File: src/rtl/text_console_pkg.sv
// text_console_pkg
//   Shared constants and types for the text console writer.
//   - ASCII control/printable constants used to decode the input stream
//   - Default grid size (40x30 cells of 16x16 px on a 640x480 screen)
//   - FSM state type and the cursor-update operation type
//   Build option: TEXT_CLEAR_EN adds the CLEAR state for the clear-screen sweep.
package text_console_pkg;

  localparam logic [7:0] CH_SPACE    = 8'h20;
  localparam logic [7:0] CH_BS       = 8'h08;
  localparam logic [7:0] CH_LF       = 8'h0A;
  localparam logic [7:0] CH_CR       = 8'h0D;
  localparam logic [7:0] CH_FF       = 8'h0C;
  localparam logic [7:0] CH_PRINT_LO = 8'h20;
  localparam logic [7:0] CH_PRINT_HI = 8'h7E;

  localparam int DEFAULT_COLS = 40;
  localparam int DEFAULT_ROWS = 30;

`ifdef TEXT_CLEAR_EN
  typedef enum logic [1:0] {ST_IDLE, ST_HOLD, ST_CLEAR} state_t;
`else
  typedef enum logic [1:0] {ST_IDLE, ST_HOLD} state_t;
`endif

  typedef enum logic [1:0] {OP_ADVANCE, OP_NEWLINE, OP_BACKSPACE} cursor_op_t;

endpackage

File: src/rtl/text_cursor_next.sv
// text_cursor_next
//   Combinational next-cursor calculation shared by the printable, newline
//   and backspace paths. Wrapping is done with compares against COLS-1 and
//   ROWS-1 (no modulo); there is no scrolling, the last row wraps to row 0.
//   Ports:
//     x, y           : current cursor column / row
//     op             : advance, newline or backspace
//     next_x, next_y : cursor after applying op
module text_cursor_next
  import text_console_pkg::*;
#(
  parameter int COLS = DEFAULT_COLS,
  parameter int ROWS = DEFAULT_ROWS
) (
  input  logic [5:0] x,
  input  logic [5:0] y,
  input  cursor_op_t op,
  output logic [5:0] next_x,
  output logic [5:0] next_y
);

  localparam logic [5:0] X_MAX = 6'(COLS - 1);
  localparam logic [5:0] Y_MAX = 6'(ROWS - 1);

  logic [5:0] y_down;

  // Row advance with wrap from the last row back to the top.
  assign y_down = (y == Y_MAX) ? 6'd0 : y + 6'd1;

  always_comb begin
    next_x = x;
    next_y = y;
    case (op)
      OP_ADVANCE: begin
        if (x == X_MAX) begin
          next_x = 6'd0;
          next_y = y_down;
        end else begin
          next_x = x + 6'd1;
        end
      end
      OP_NEWLINE: begin
        next_x = 6'd0;
        next_y = y_down;
      end
      OP_BACKSPACE: begin
        // At the top-left corner the cursor stays put.
        if (x != 6'd0) begin
          next_x = x - 6'd1;
        end else if (y != 6'd0) begin
          next_x = X_MAX;
          next_y = y - 6'd1;
        end
      end
      default: begin
        next_x = x;
        next_y = y;
      end
    endcase
  end

endmodule

File: src/rtl/text_console_writer.sv
// text_console_writer
//   Turns a byte stream into (ascii_code, out_x, out_y) cell writes for the
//   VGA character display. The display commits a write on any change of
//   that triple, so every write is held for a HOLD cycle before the next.
//   Ports:
//     FPGA_clock, iRST_n  : clock, asynchronous active-low reset
//     in_valid, in_char   : byte source (held while not accepted)
//     in_ready            : high in IDLE, byte accepted on valid && ready
//     ascii_code,out_x,out_y : registered write triple to the display
//     cursor_x, cursor_y  : current text cursor
//     busy                : high in HOLD or CLEAR
//   Build option: TEXT_CLEAR_EN makes 0x0C sweep spaces over the whole grid;
//   without it 0x0C is ignored like any unsupported byte.
module text_console_writer
  import text_console_pkg::*;
#(
  parameter int COLS = DEFAULT_COLS,
  parameter int ROWS = DEFAULT_ROWS
) (
  input  logic       FPGA_clock,
  input  logic       iRST_n,
  input  logic       in_valid,
  input  logic [7:0] in_char,
  output logic       in_ready,
  output logic [7:0] ascii_code,
  output logic [5:0] out_x,
  output logic [5:0] out_y,
  output logic [5:0] cursor_x,
  output logic [5:0] cursor_y,
  output logic       busy
);

`ifdef TEXT_CLEAR_EN
  localparam logic [5:0] X_MAX = 6'(COLS - 1);
  localparam logic [5:0] Y_MAX = 6'(ROWS - 1);
`endif

  state_t     state;
  cursor_op_t op;
  logic [5:0] next_x;
  logic [5:0] next_y;
  logic       is_printable;
  logic       accept;

  // Decode which cursor update the incoming byte would need.
  always_comb begin
    op = OP_ADVANCE;
    if (in_char == CH_BS) begin
      op = OP_BACKSPACE;
    end else if (in_char == CH_LF || in_char == CH_CR) begin
      op = OP_NEWLINE;
    end
  end

  assign is_printable = (in_char >= CH_PRINT_LO) && (in_char <= CH_PRINT_HI);
  assign accept       = in_valid && in_ready;

  text_cursor_next #(
    .COLS(COLS),
    .ROWS(ROWS)
  ) u_cursor_next (
    .x     (cursor_x),
    .y     (cursor_y),
    .op    (op),
    .next_x(next_x),
    .next_y(next_y)
  );

  // Control FSM. All outputs are registered; in_ready/busy are updated on
  // the same edge as the state so they always reflect the current state.
  // The CLEAR sweep reuses out_x/out_y as its position counters.
  always_ff @(posedge FPGA_clock or negedge iRST_n) begin
    if (!iRST_n) begin
      state      <= ST_IDLE;
      ascii_code <= CH_SPACE;
      out_x      <= 6'd0;
      out_y      <= 6'd0;
      cursor_x   <= 6'd0;
      cursor_y   <= 6'd0;
      in_ready   <= 1'b1;
      busy       <= 1'b0;
    end else begin
      case (state)
        ST_IDLE: begin
          if (accept) begin
            if (is_printable) begin
              ascii_code <= in_char;
              out_x      <= cursor_x;
              out_y      <= cursor_y;
              cursor_x   <= next_x;
              cursor_y   <= next_y;
              state      <= ST_HOLD;
              in_ready   <= 1'b0;
              busy       <= 1'b1;
            end else if (op == OP_BACKSPACE) begin
              // Erase happens at the cell the cursor moves back to.
              ascii_code <= CH_SPACE;
              out_x      <= next_x;
              out_y      <= next_y;
              cursor_x   <= next_x;
              cursor_y   <= next_y;
              state      <= ST_HOLD;
              in_ready   <= 1'b0;
              busy       <= 1'b1;
            end else if (op == OP_NEWLINE) begin
              cursor_x <= next_x;
              cursor_y <= next_y;
`ifdef TEXT_CLEAR_EN
            end else if (in_char == CH_FF) begin
              ascii_code <= CH_SPACE;
              out_x      <= 6'd0;
              out_y      <= 6'd0;
              state      <= ST_CLEAR;
              in_ready   <= 1'b0;
              busy       <= 1'b1;
`endif
            end
          end
        end
        ST_HOLD: begin
          state    <= ST_IDLE;
          in_ready <= 1'b1;
          busy     <= 1'b0;
        end
`ifdef TEXT_CLEAR_EN
        ST_CLEAR: begin
          if (out_x == X_MAX && out_y == Y_MAX) begin
            cursor_x <= 6'd0;
            cursor_y <= 6'd0;
            state    <= ST_HOLD;
          end else if (out_x == X_MAX) begin
            out_x <= 6'd0;
            out_y <= out_y + 6'd1;
          end else begin
            out_x <= out_x + 6'd1;
          end
        end
`endif
        default: begin
          state    <= ST_IDLE;
          in_ready <= 1'b1;
          busy     <= 1'b0;
        end
      endcase
    end
  end

endmodule
File: config.mk
export PLATFORM = sky130hd
export DESIGN_NAME = text_console_writer
export DESIGN_NICKNAME = d
export VERILOG_FILES = /design/src/rtl/text_console_pkg.sv /design/src/rtl/text_cursor_next.sv /design/src/rtl/text_console_writer.sv
export SDC_FILE = /design/constraint.sdc
export NUM_CORES = 1
export LEC_CHECK = 0
export ABC_AREA = 1
export ABC_CLOCK_PERIOD_IN_PS = 3300
export CAP_MARGIN = 20
export CORE_ASPECT_RATIO = 1.25
export CORE_UTILIZATION = 40
export DETAILED_ROUTE_END_ITERATION = 12
export GPL_TIMING_DRIVEN = 0
export MAX_ROUTING_LAYER = met4
export PLACE_DENSITY = 0.62
export SETUP_SLACK_MARGIN = 0.3
export SYNTH_ARGS = -nofsm -noshare
export SYNTH_HDL_FRONTEND = slang
export SYNTH_HIERARCHICAL = 1
export SYNTH_SLANG_ARGS = --single-unit
File: constraint.sdc
create_clock -name FPGA_clock -period 3.3 [get_ports FPGA_clock]
set_input_delay 0.495 -clock FPGA_clock [delete_from_list [all_inputs] [get_ports FPGA_clock]]
set_output_delay 0.495 -clock FPGA_clock [all_outputs]
set_load 0.005 [all_outputs]
==> flow_summary.ini, run 1 <==
[outcome]
outcome = completed

[cts]
post_cts_buffers = 0
cts_buffer_depth = 2
cts-buffers-inserted = 5
clock-root-buffer = clkbuf_8
clock_latency_ns = 0.28
clk_transition_reported_paths_ns = 0.06
cts-htree-levels = 2
cts_sinks = 34
tritoncts_clock_tree = done
cts_hold_buf = 0
post_cts_resized = 0

[synth]
synthesis.area_sq_mm = 0.00249
async_set_or_reset_flop_fraction_in_the_synthesized_netlist_pct = 100
syn-instance-count = 365
number_of_enable_flip_flop_cells_after_synthesis = 0
seq_area_frac_synth_pct = 34.3
synth_top_flop_cell = dfrtp_1
ys_warn_count = 6
synth_top_area_share_pct = 32.2
synth.lib_cells_used.distinct = 32
syn-mean-instance-area_sq_um = 6.81
synth_nets = 381
synthMostInstantiatedCell = nand2_1
yosys.area.top_type = dfrtp_1
post_synth_most_frequent_cells = nand2_1, nand3_1, dfrtp_1, inv_1, nor2_1
yosys_register_bits = 34
synth.top_cells.by_area = dfrtp_1, nand2_1, nand3_1

[setup_path]
critical_path_peak_fanout = 7
critical_path_required_ns = 3.52
worstSetupStartpointType = input port
timing.setup.critical_path_class = in2reg
crit_arrival_ns = 2.66
reg2reg_from = cursor_x[0]$_DFFE_PN0P_
worst_setup_path_end_kind = flip-flop
timing.critical_path.from = in_char[3]

[cells_and_area]
layout.core_utilization_pct = 52.9
ant_cells = 0
fraction_of_layout_cells_with_a_size_suffix_above_1_pct = 12.0
design.final.nets = 432
n_fill_cell = 595
area_growth_syn_to_layout_pct = 25.3

[timing]
setup_repair_after_global_routing_missed_its_margin = false
maxSlewViolCount = 0
clock_skew_after_layout_ns = 0.00366
timing.final.crit_share_pct = 73.9
timing.final.ws_setup_ns = 0.863
final.min_clock_period_ns = 2.44
tightestPinTransition_ns = 0.739
max_freq_ghz = 0.410
setup_total_negative_slack_ns = 0
report.final.hold_viol_count = 0
report.final.setup_viol = 0
slew-limit-headroom_pct = 50.7

[detailed_routing]
drt-vias-per-instance = 4.87
drt.antenna.violating_nets = 0
route.detailed.wl_per_inst_um = 12.2
drt_pre_antenna_iters = 5
detail_route.wirelength_mm = 6.07
routed-via-count = 2431
drc = 0
drt-initial-drc-count = 105

[worst_hold_path]
holdCritPathClass = in2async

[run]
max_cap_viol_count = 0

[floorplan]
num_rows = 31
floorplan.die_area_sq_mm = 0.00654
dieHeight_um = 90.2
initial_core_util_pct = 42.2
design.portCount = 45
chipWidth_um = 72.5
core-area_sq_mm = 0.00590

[grt]
globalRouteOverflowTotal = 0
grt_max_degree = 35
gr-usage-all-layers_pct = 20.4
grt_antenna_before_repair = 0
grt_pass1_vias = 2296
grt_pass1_wl_mm = 10.4

[power]
total_leakage_power_nw = 1.60
power_density_mw_per_mm2 = 493
ir_worst_vdd_uv = 312

[place]
place_worst_setup_slack_ns = 0.573
io_buffers = 44
routabilityCongestion = 0.866
dp.final_hpwl_mm = 4.71
-- flip-flops by register name, indices dropped and copies added, names as in the netlist --
| signal | count |
|---|---|
| out_x | 6 |
| ascii_code | 8 |
| busy | 1 |
| out_y | 6 |
| in_ready | 1 |
| cursor_x | 6 |
| cursor_y | 6 |
-- per-layer routing --
layer / wire length, um / up-vias / track usage [%]
li1: - / 1273 / -
met4: 91 / 0 / 8.01
met5: 0 / - / -
met1: 2830 / 1108 / 25.2
met3: 174 / 7 / 2.69
met2: 2980 / 43 / 33.2
-- final timing paths --
path / cells after the start / end / slack [ns]
worst max register to register: 15 / out_y[5]$_DFFE_PN0P_ / 1.23
worst min-delay path: 1 / ascii_code[2]$_DFFE_PN0P_ / 0.28
worst max-delay path: 17 / out_y[5]$_DFFE_PN0P_ / 0.86
min in group FPGA_clock: 2 / in_ready$_DFFE_PN1P_ / 0.47
max in group asynchronous: 1 / out_y[3]$_DFFE_PN0P_ / 2.56
worst min register to register: 2 / in_ready$_DFFE_PN1P_ / 0.47
-- cells in the final DEF (no fill, tap or decap), types with 3 or more instances in the layout --
master and instances:
clkbuf_8 6, dfrtp_1 32, nor2_1 22, buf_4 3, nand2_1 148, ha_1 5
nand4_1 18, nand3_1 33, nor3_1 3, buf_2 4, o21ai_0 10, nand2_2 8
buf_6 4, clkdlybuf4s50_1 43, nor2_4 5, nand2_4 3, nor2_2 4, nand3_2 3
inv_2 4, inv_1 32, o211ai_1 8
-- power by group --
part	total (W)	switching, W	internal (W)	leakage [nW]
Sequential	0.000567	0.0000753	0.000492	0.451
Combinational	0.000661	0.000362	0.000299	1.10
Clock	0.000309	0.000141	0.000168	0.0482
-- layout make-up --
cell class	instances	area (sq um)	share of cell area (%)
repair buffers	44	435	14.0
inverters	36	135	4.34
plain buffers	13	93.8	3.01
clock buffers	7	86.3	2.77
multi-input cells	282	1410	45.1
well taps	82	103	3.29
flip-flops and latches	34	853	27.4
clock inverters	1	5.00	0.161
-- stage by stage --
stage | std cells | total power (W) | cell area [sq um] | hold WS, ns
floorplan | 365 | 0.000975 | 2490 | 0.199
global placement | 491 | 0.00123 | 3030 | 0.453
detailed placement | 491 | 0.00124 | 3030 | 0.459
CTS | 499 | 0.00155 | 3120 | 0.290
global route | 499 | 0.00166 | 3120 | 0.328
finish | 499 | 0.00154 | 3120 | 0.275
-- cells by family after synthesis --
| logic type | synth area share [%] |
|---|---|
| DFF | 34.3 |
| adders and majority gates | 2.52 |
| xor gates and xnor gates | 0.704 |
| buffers and inverters | 9.20 |
| and+or+nand+nor | 47.3 |
| AOI/OAI and AO/OA | 5.99 |
-- worst max-delay path, cell delays in order --
cell and delay [ns]:
clkdlybuf4s50_1 0.55, nand2_1 0.08, nor2_1 0.10, nand3_1 0.16
inv_1 0.19, inv_2 0.10, nor2_4 0.19, inv_2 0.09
nor2_4 0.20, nand2_1 0.08, nand2_1 0.06, nand2_1 0.04
nand2_1 0.08, nand2_1 0.07, nand2_1 0.06, nand2_1 0.07
nand2_1 0.06
(Power assumes the default switching activity.)
==> run 2, diff against run 1 <==
ABC_CLOCK_PERIOD_IN_PS = 2170   (was 3300)
PLACE_DENSITY = 0.64   (was 0.62)
clock period = 2.17 ns   (was 3.3 ns; I/O delays follow)
==> flow_summary.ini, run 2 (synthesis results as in run 1) <==
[setup_path]
timing.setup.critical_path_class = reg2reg
slowest_stage = dfrtp_2
cp_cell_sequence = inv_2 > ha_4 > inv_2 > nor2_4 > nand3_4 > nor2_4 > o21ai_1 > o211ai_1 > nand3_1 > nand2_1 > nand2_1 > nand2_1 > nand2_1
worstSetupStartpointType = flip-flop
critical_path_peak_fanout = 6
reg2reg_slack_ns = 0.31
cp_common_cell = nand2_1
critical_path.top_delay_family = simple AND/OR/NAND/NOR gates
largest_stage_delay_worst_path_ns = 0.46
cp.buffers_inverters = 2
critical_path_required_ns = 2.35
worst_setup_path_end_kind = flip-flop
crit_arrival_ns = 2.05

[power]
power_density_mw_per_mm2 = 780
total_leakage_power_nw = 1.76
ir_worst_vdd_uv = 587

[timing]
slew-limit-headroom_pct = 49.1
timing.final.ws_setup_ns = 0.305
max_freq_ghz = 0.536
tightestPinTransition_ns = 0.764
clock_skew_after_layout_ns = 0.00630
maxSlewViolCount = 0
setup_repair_after_global_routing_missed_its_margin = true
timing.final.crit_share_pct = 85.9
final.min_clock_period_ns = 1.86
report.final.setup_viol = 0
report.final.hold_viol_count = 0

[grt]
grt_antenna_before_repair = 0
grt_pass1_vias = 2358
globalRouteOverflowTotal = 0
grt_pass1_wl_mm = 10.8
grt_max_degree = 35
gr-usage-all-layers_pct = 21.1

[cells_and_area]
n_fill_cell = 583
post_layout_nonfiller_instances = 530
registers.top_by_ff_count = ascii_code
area_growth_syn_to_layout_pct = 38.6
fraction_of_layout_cells_with_a_size_suffix_above_1_pct = 25.9
mostFrequentLayoutCells = nand2_1, clkdlybuf4s50_1, buf_4
largest_register_ff_count = 8
design.final.nets = 463
mostFrequentLayoutCell = nand2_1
final_area_sq_mm = 0.00345
ant_cells = 0

[cts]
cts-buffers-inserted = 5
tritoncts_clock_tree = done
clock_latency_ns = 0.29
cts_hold_buf = 0
clock-root-buffer = clkbuf_8
cts_buffer_depth = 2
clk_transition_reported_paths_ns = 0.07
cts_sinks = 34
cts-htree-levels = 2

[floorplan]
core-area_sq_mm = 0.00590
num_rows = 31
initial_core_util_pct = 42.2
design.portCount = 45
chipWidth_um = 72.5
floorplan.die_area_sq_mm = 0.00654
dieHeight_um = 90.2

[place]
dpl.cell_count = 491
io_buffers = 44
dp.final_hpwl_mm = 4.70
routabilityCongestion = 0.862
placed_cell_area_sq_mm = 0.00303
place_worst_setup_slack_ns = -0.347

[detailed_routing]
drt-initial-drc-count = 120
detail_route.wirelength_mm = 6.69
drt.antenna.violating_nets = 0
drc = 0
drt_pre_antenna_iters = 4
drt-vias-per-instance = 4.92
route.detailed.wl_per_inst_um = 12.6
routed-via-count = 2607

[run]
max_cap_viol_count = 0

[outcome]
outcome = completed

[worst_hold_path]
holdCritPathClass = in2async
==> run 2: cell count changes in the layout (fill, tap and decap cells not counted), moves of 7 or more <==
cell | previous run | this run
buf_4 | 3 | 31
inv_1 | 32 | 22
clkdlybuf4s50_1 | 43 | 35
inv_2 | 4 | 12
dfrtp_1 | 32 | 25
dfrtp_2 | 0 | 7
nor2_1 | 22 | 15
==> run 2: cell type report <==
class	instances	area (sq um)	area share, %
timing repair buffer	75	661	19.2
tap	82	103	2.98
sequential	34	862	25.0
buffer	13	97.6	2.83
clock buffer	8	80.1	2.32
inverter	36	140	4.07
multi-input combinational	282	1500	43.6
==> run 2: path summary, 6_finish.rpt <==
check | startpoint | to | cells past startpoint
max in group asynchronous | iRST_n | cursor_x[5]$_DFFE_PN0P_ | 1
min in group FPGA_clock | in_char[5] | ascii_code[5]$_DFFE_PN1P_ | 3
min | iRST_n | out_x[0]$_DFFE_PN0P_ | 1
min reg2reg | ascii_code[0]$_DFFE_PN0P_ | ascii_code[0]$_DFFE_PN0P_ | 2
max reg2reg | cursor_x[0]$_DFFE_PN0P_ | out_y[4]$_DFFE_PN0P_ | 13
max | cursor_x[0]$_DFFE_PN0P_ | out_y[4]$_DFFE_PN0P_ | 13
==> run 2: per-stage QoR <==
step / power (W) / setup TNS, ns / util, % / hold slack [ns]
after floorplan: 0.00148 / 0 / - / 0.0299
after global placement: 0.00187 / -5.57 / 51.4 / 0.453
after detailed placement: 0.00188 / -5.39 / 51.3 / 0.437
after CTS: 0.00246 / 0 / 55.0 / 0.127
after global routing: 0.00287 / 0 / 58.5 / 0.185
final: 0.00269 / 0 / 58.5 / 0.111
==> run 2: timing repair <==
| item | in CTS | in global routing |
|---|---|---|
| buffers inserted | 16 | 15 |
| setup endpoints to repair | 24 | 17 |
| pin swaps | 11 | 28 |
| gates resized for setup | 25 | 39 |
==> run 2: layer usage <==
layer  up-vias  global-route usage [%]  part of all wire, %
met3         8                    2.35                  3.6
met2        62                    34.9                   50
met1      1201                    26.2                   45
met5         -                       -                    0
li1       1336                       -                    -
met4         0                    7.84                  1.7
==> run 2: report_power, final <==
group          switching [W]  internal, W
clock               0.000214     0.000228
combinational       0.000689     0.000692
sequential          0.000113     0.000754
==> run 2: worst register-to-register path: stages (launching register included) <==
cell,delay [ns]
dfrtp_2,0.46
inv_2,0.10
ha_4,0.14
inv_2,0.05
nor2_4,0.14
nand3_4,0.12
nor2_4,0.14
o21ai_1,0.07
o211ai_1,0.13
nand3_1,0.19
nand2_1,0.10
nand2_1,0.05
nand2_1,0.05
nand2_1,0.04
==> run 3, diff against run 2 <==
CORE_MARGIN = 3   (was default)
GPL_TIMING_DRIVEN = default   (was 0)
==> flow_summary.ini, run 3 (synthesis results as in run 1) <==
[cts]
cts-htree-levels = 2
cts_sinks = 34
cts-buffers-inserted = 5
clk_transition_reported_paths_ns = 0.07
clock_latency_ns = 0.29
clock-root-buffer = clkbuf_8
cts_buffer_depth = 2
cts_hold_buf = 0
tritoncts_clock_tree = done

[floorplan]
num_rows = 31
floorplan.die_area_sq_mm = 0.00721
core-area_sq_mm = 0.00590
dieHeight_um = 94.2
design.portCount = 45
chipWidth_um = 76.5
initial_core_util_pct = 42.2

[cells_and_area]
design.final.nets = 457
registers.top_by_ff_count = ascii_code
fraction_of_layout_cells_with_a_size_suffix_above_1_pct = 22.9
n_fill_cell = 581
multi_input_combinational_cell_area_sq_mm = 0.00147
mostFrequentLayoutCell = nand2_1
area_growth_syn_to_layout_pct = 36.2
mostFrequentLayoutCells = nand2_1, clkdlybuf4s50_1, buf_4
register_area_sq_um = 860
largest_register_ff_count = 8
final_area_sq_mm = 0.00339
ant_cells = 0

[detailed_routing]
drt-initial-drc-count = 126
drc = 0
routed-via-count = 2624
drt_pre_antenna_iters = 4
drt-vias-per-instance = 5.01
detail_route.wirelength_mm = 6.70
route.detailed.wl_per_inst_um = 12.8
drt.antenna.violating_nets = 0

[place]
placed_cell_area_sq_mm = 0.00315
routabilityCongestion = 0.889
dp.final_hpwl_mm = 5.07
io_buffers = 44

[grt]
grt_pass1_wl_mm = 11.6
grt_antenna_before_repair = 0
gr-usage-all-layers_pct = 19.8
globalRouteOverflowTotal = 0
grt_max_degree = 35
grt_pass1_vias = 2506

[timing]
report.final.setup_viol = 0
setup_total_negative_slack_ns = 0
setup_repair_after_global_routing_missed_its_margin = true
whs_ns = 0.427
report.final.hold_viol_count = 0
final.min_clock_period_ns = 1.79
timing.final.crit_share_pct = 82.3
slew-limit-headroom_pct = 70.9
maxSlewViolCount = 0
tightestPinTransition_ns = 0.436
max_freq_ghz = 0.560
clock_skew_after_layout_ns = 0.0112

[run]
max_cap_viol_count = 0

[power]
ir_worst_vdd_uv = 410
total_leakage_power_nw = 1.75
power_density_mw_per_mm2 = 785

[setup_path]
worstSetupStartpointType = flip-flop
crit_arrival_ns = 1.96
critical_path_required_ns = 2.34
critical_path_peak_fanout = 4
worst_setup_path_end_kind = flip-flop
timing.setup.critical_path_class = reg2reg

[worst_hold_path]
holdCritPathClass = in2reg

[outcome]
outcome = completed
-- run 3: final timing paths --
check / startpoint / to / slack [ns] / cells after the start
worst max-delay path: cursor_x[0]$_DFFE_PN0P_ / out_y[4]$_DFFE_PN0P_ / 0.38 / 13
worst min-delay path: in_char[0] / ascii_code[0]$_DFFE_PN0P_ / 0.43 / 3
max in group asynchronous: iRST_n / ascii_code[5]$_DFFE_PN1P_ / 1.38 / 2
worst max register to register: cursor_x[0]$_DFFE_PN0P_ / out_y[4]$_DFFE_PN0P_ / 0.38 / 13
worst min register to register: ascii_code[1]$_DFFE_PN0P_ / ascii_code[1]$_DFFE_PN0P_ / 0.47 / 2
min in group asynchronous: iRST_n / cursor_x[4]$_DFFE_PN0P_ / 0.45 / 2
-- run 3: layout make-up --
class	count	share of cell area [%]
sequential	34	25.4
clock inverter	1	0.148
timing repair buffer	82	21.5
multi-input combinational	282	43.5
inverter	36	3.99
clock buffer	7	2.55
tap	82	3.03
-- run 3: worst max-delay path, stage by stage, from the launching register on --
cell and delay [ns]:
dfrtp_1 0.40, inv_2 0.12, ha_4 0.16, inv_2 0.04
nor2_2 0.12, nand3_2 0.13, nor2_2 0.13, o21ai_0 0.10
o211ai_1 0.13, nand3_2 0.13, nand2_1 0.09, nand2_1 0.05
nand2_1 0.06, nand2_1 0.04
-- run 3: layer usage --
layer  part of all wire (%)  global-route usage, %  vias up
li1                       -                      -     1322
met1                     46                   24.6     1226
met2                     49                   33.9       63
met3                    3.3                   1.82       13
met4                    1.9                   6.50        0
met5                      0                      -        -
-- run 3: through the flow --
stage | setup WS [ns] | util (%) | cells | power (W)
3_5_place_dp | -0.109 | 53.5 | 507 | 0.00195
6_report | 0.384 | 57.5 | 524 | 0.00266
5_1_grt | 0.256 | 57.5 | 524 | 0.00285
2_1_floorplan | 0.426 | - | 365 | 0.00148
3_3_place_gp | -0.116 | 53.5 | 507 | 0.00194
4_1_cts | 0.282 | 55.4 | 516 | 0.00244
-- run 3: what timing repair did --
action	4_1_cts	5_1_grt
gates resized for setup	17	21
buffers inserted	1	8
pin swaps	6	10
setup endpoints to repair	18	25
-- run 3: report_power, final --
group / leakage [nW] / internal [W] / switching (W)
clock: 0.0482 / 0.000256 / 0.000226
sequential: 0.443 / 0.000751 / 0.000104
combinational: 1.26 / 0.000649 / 0.000672
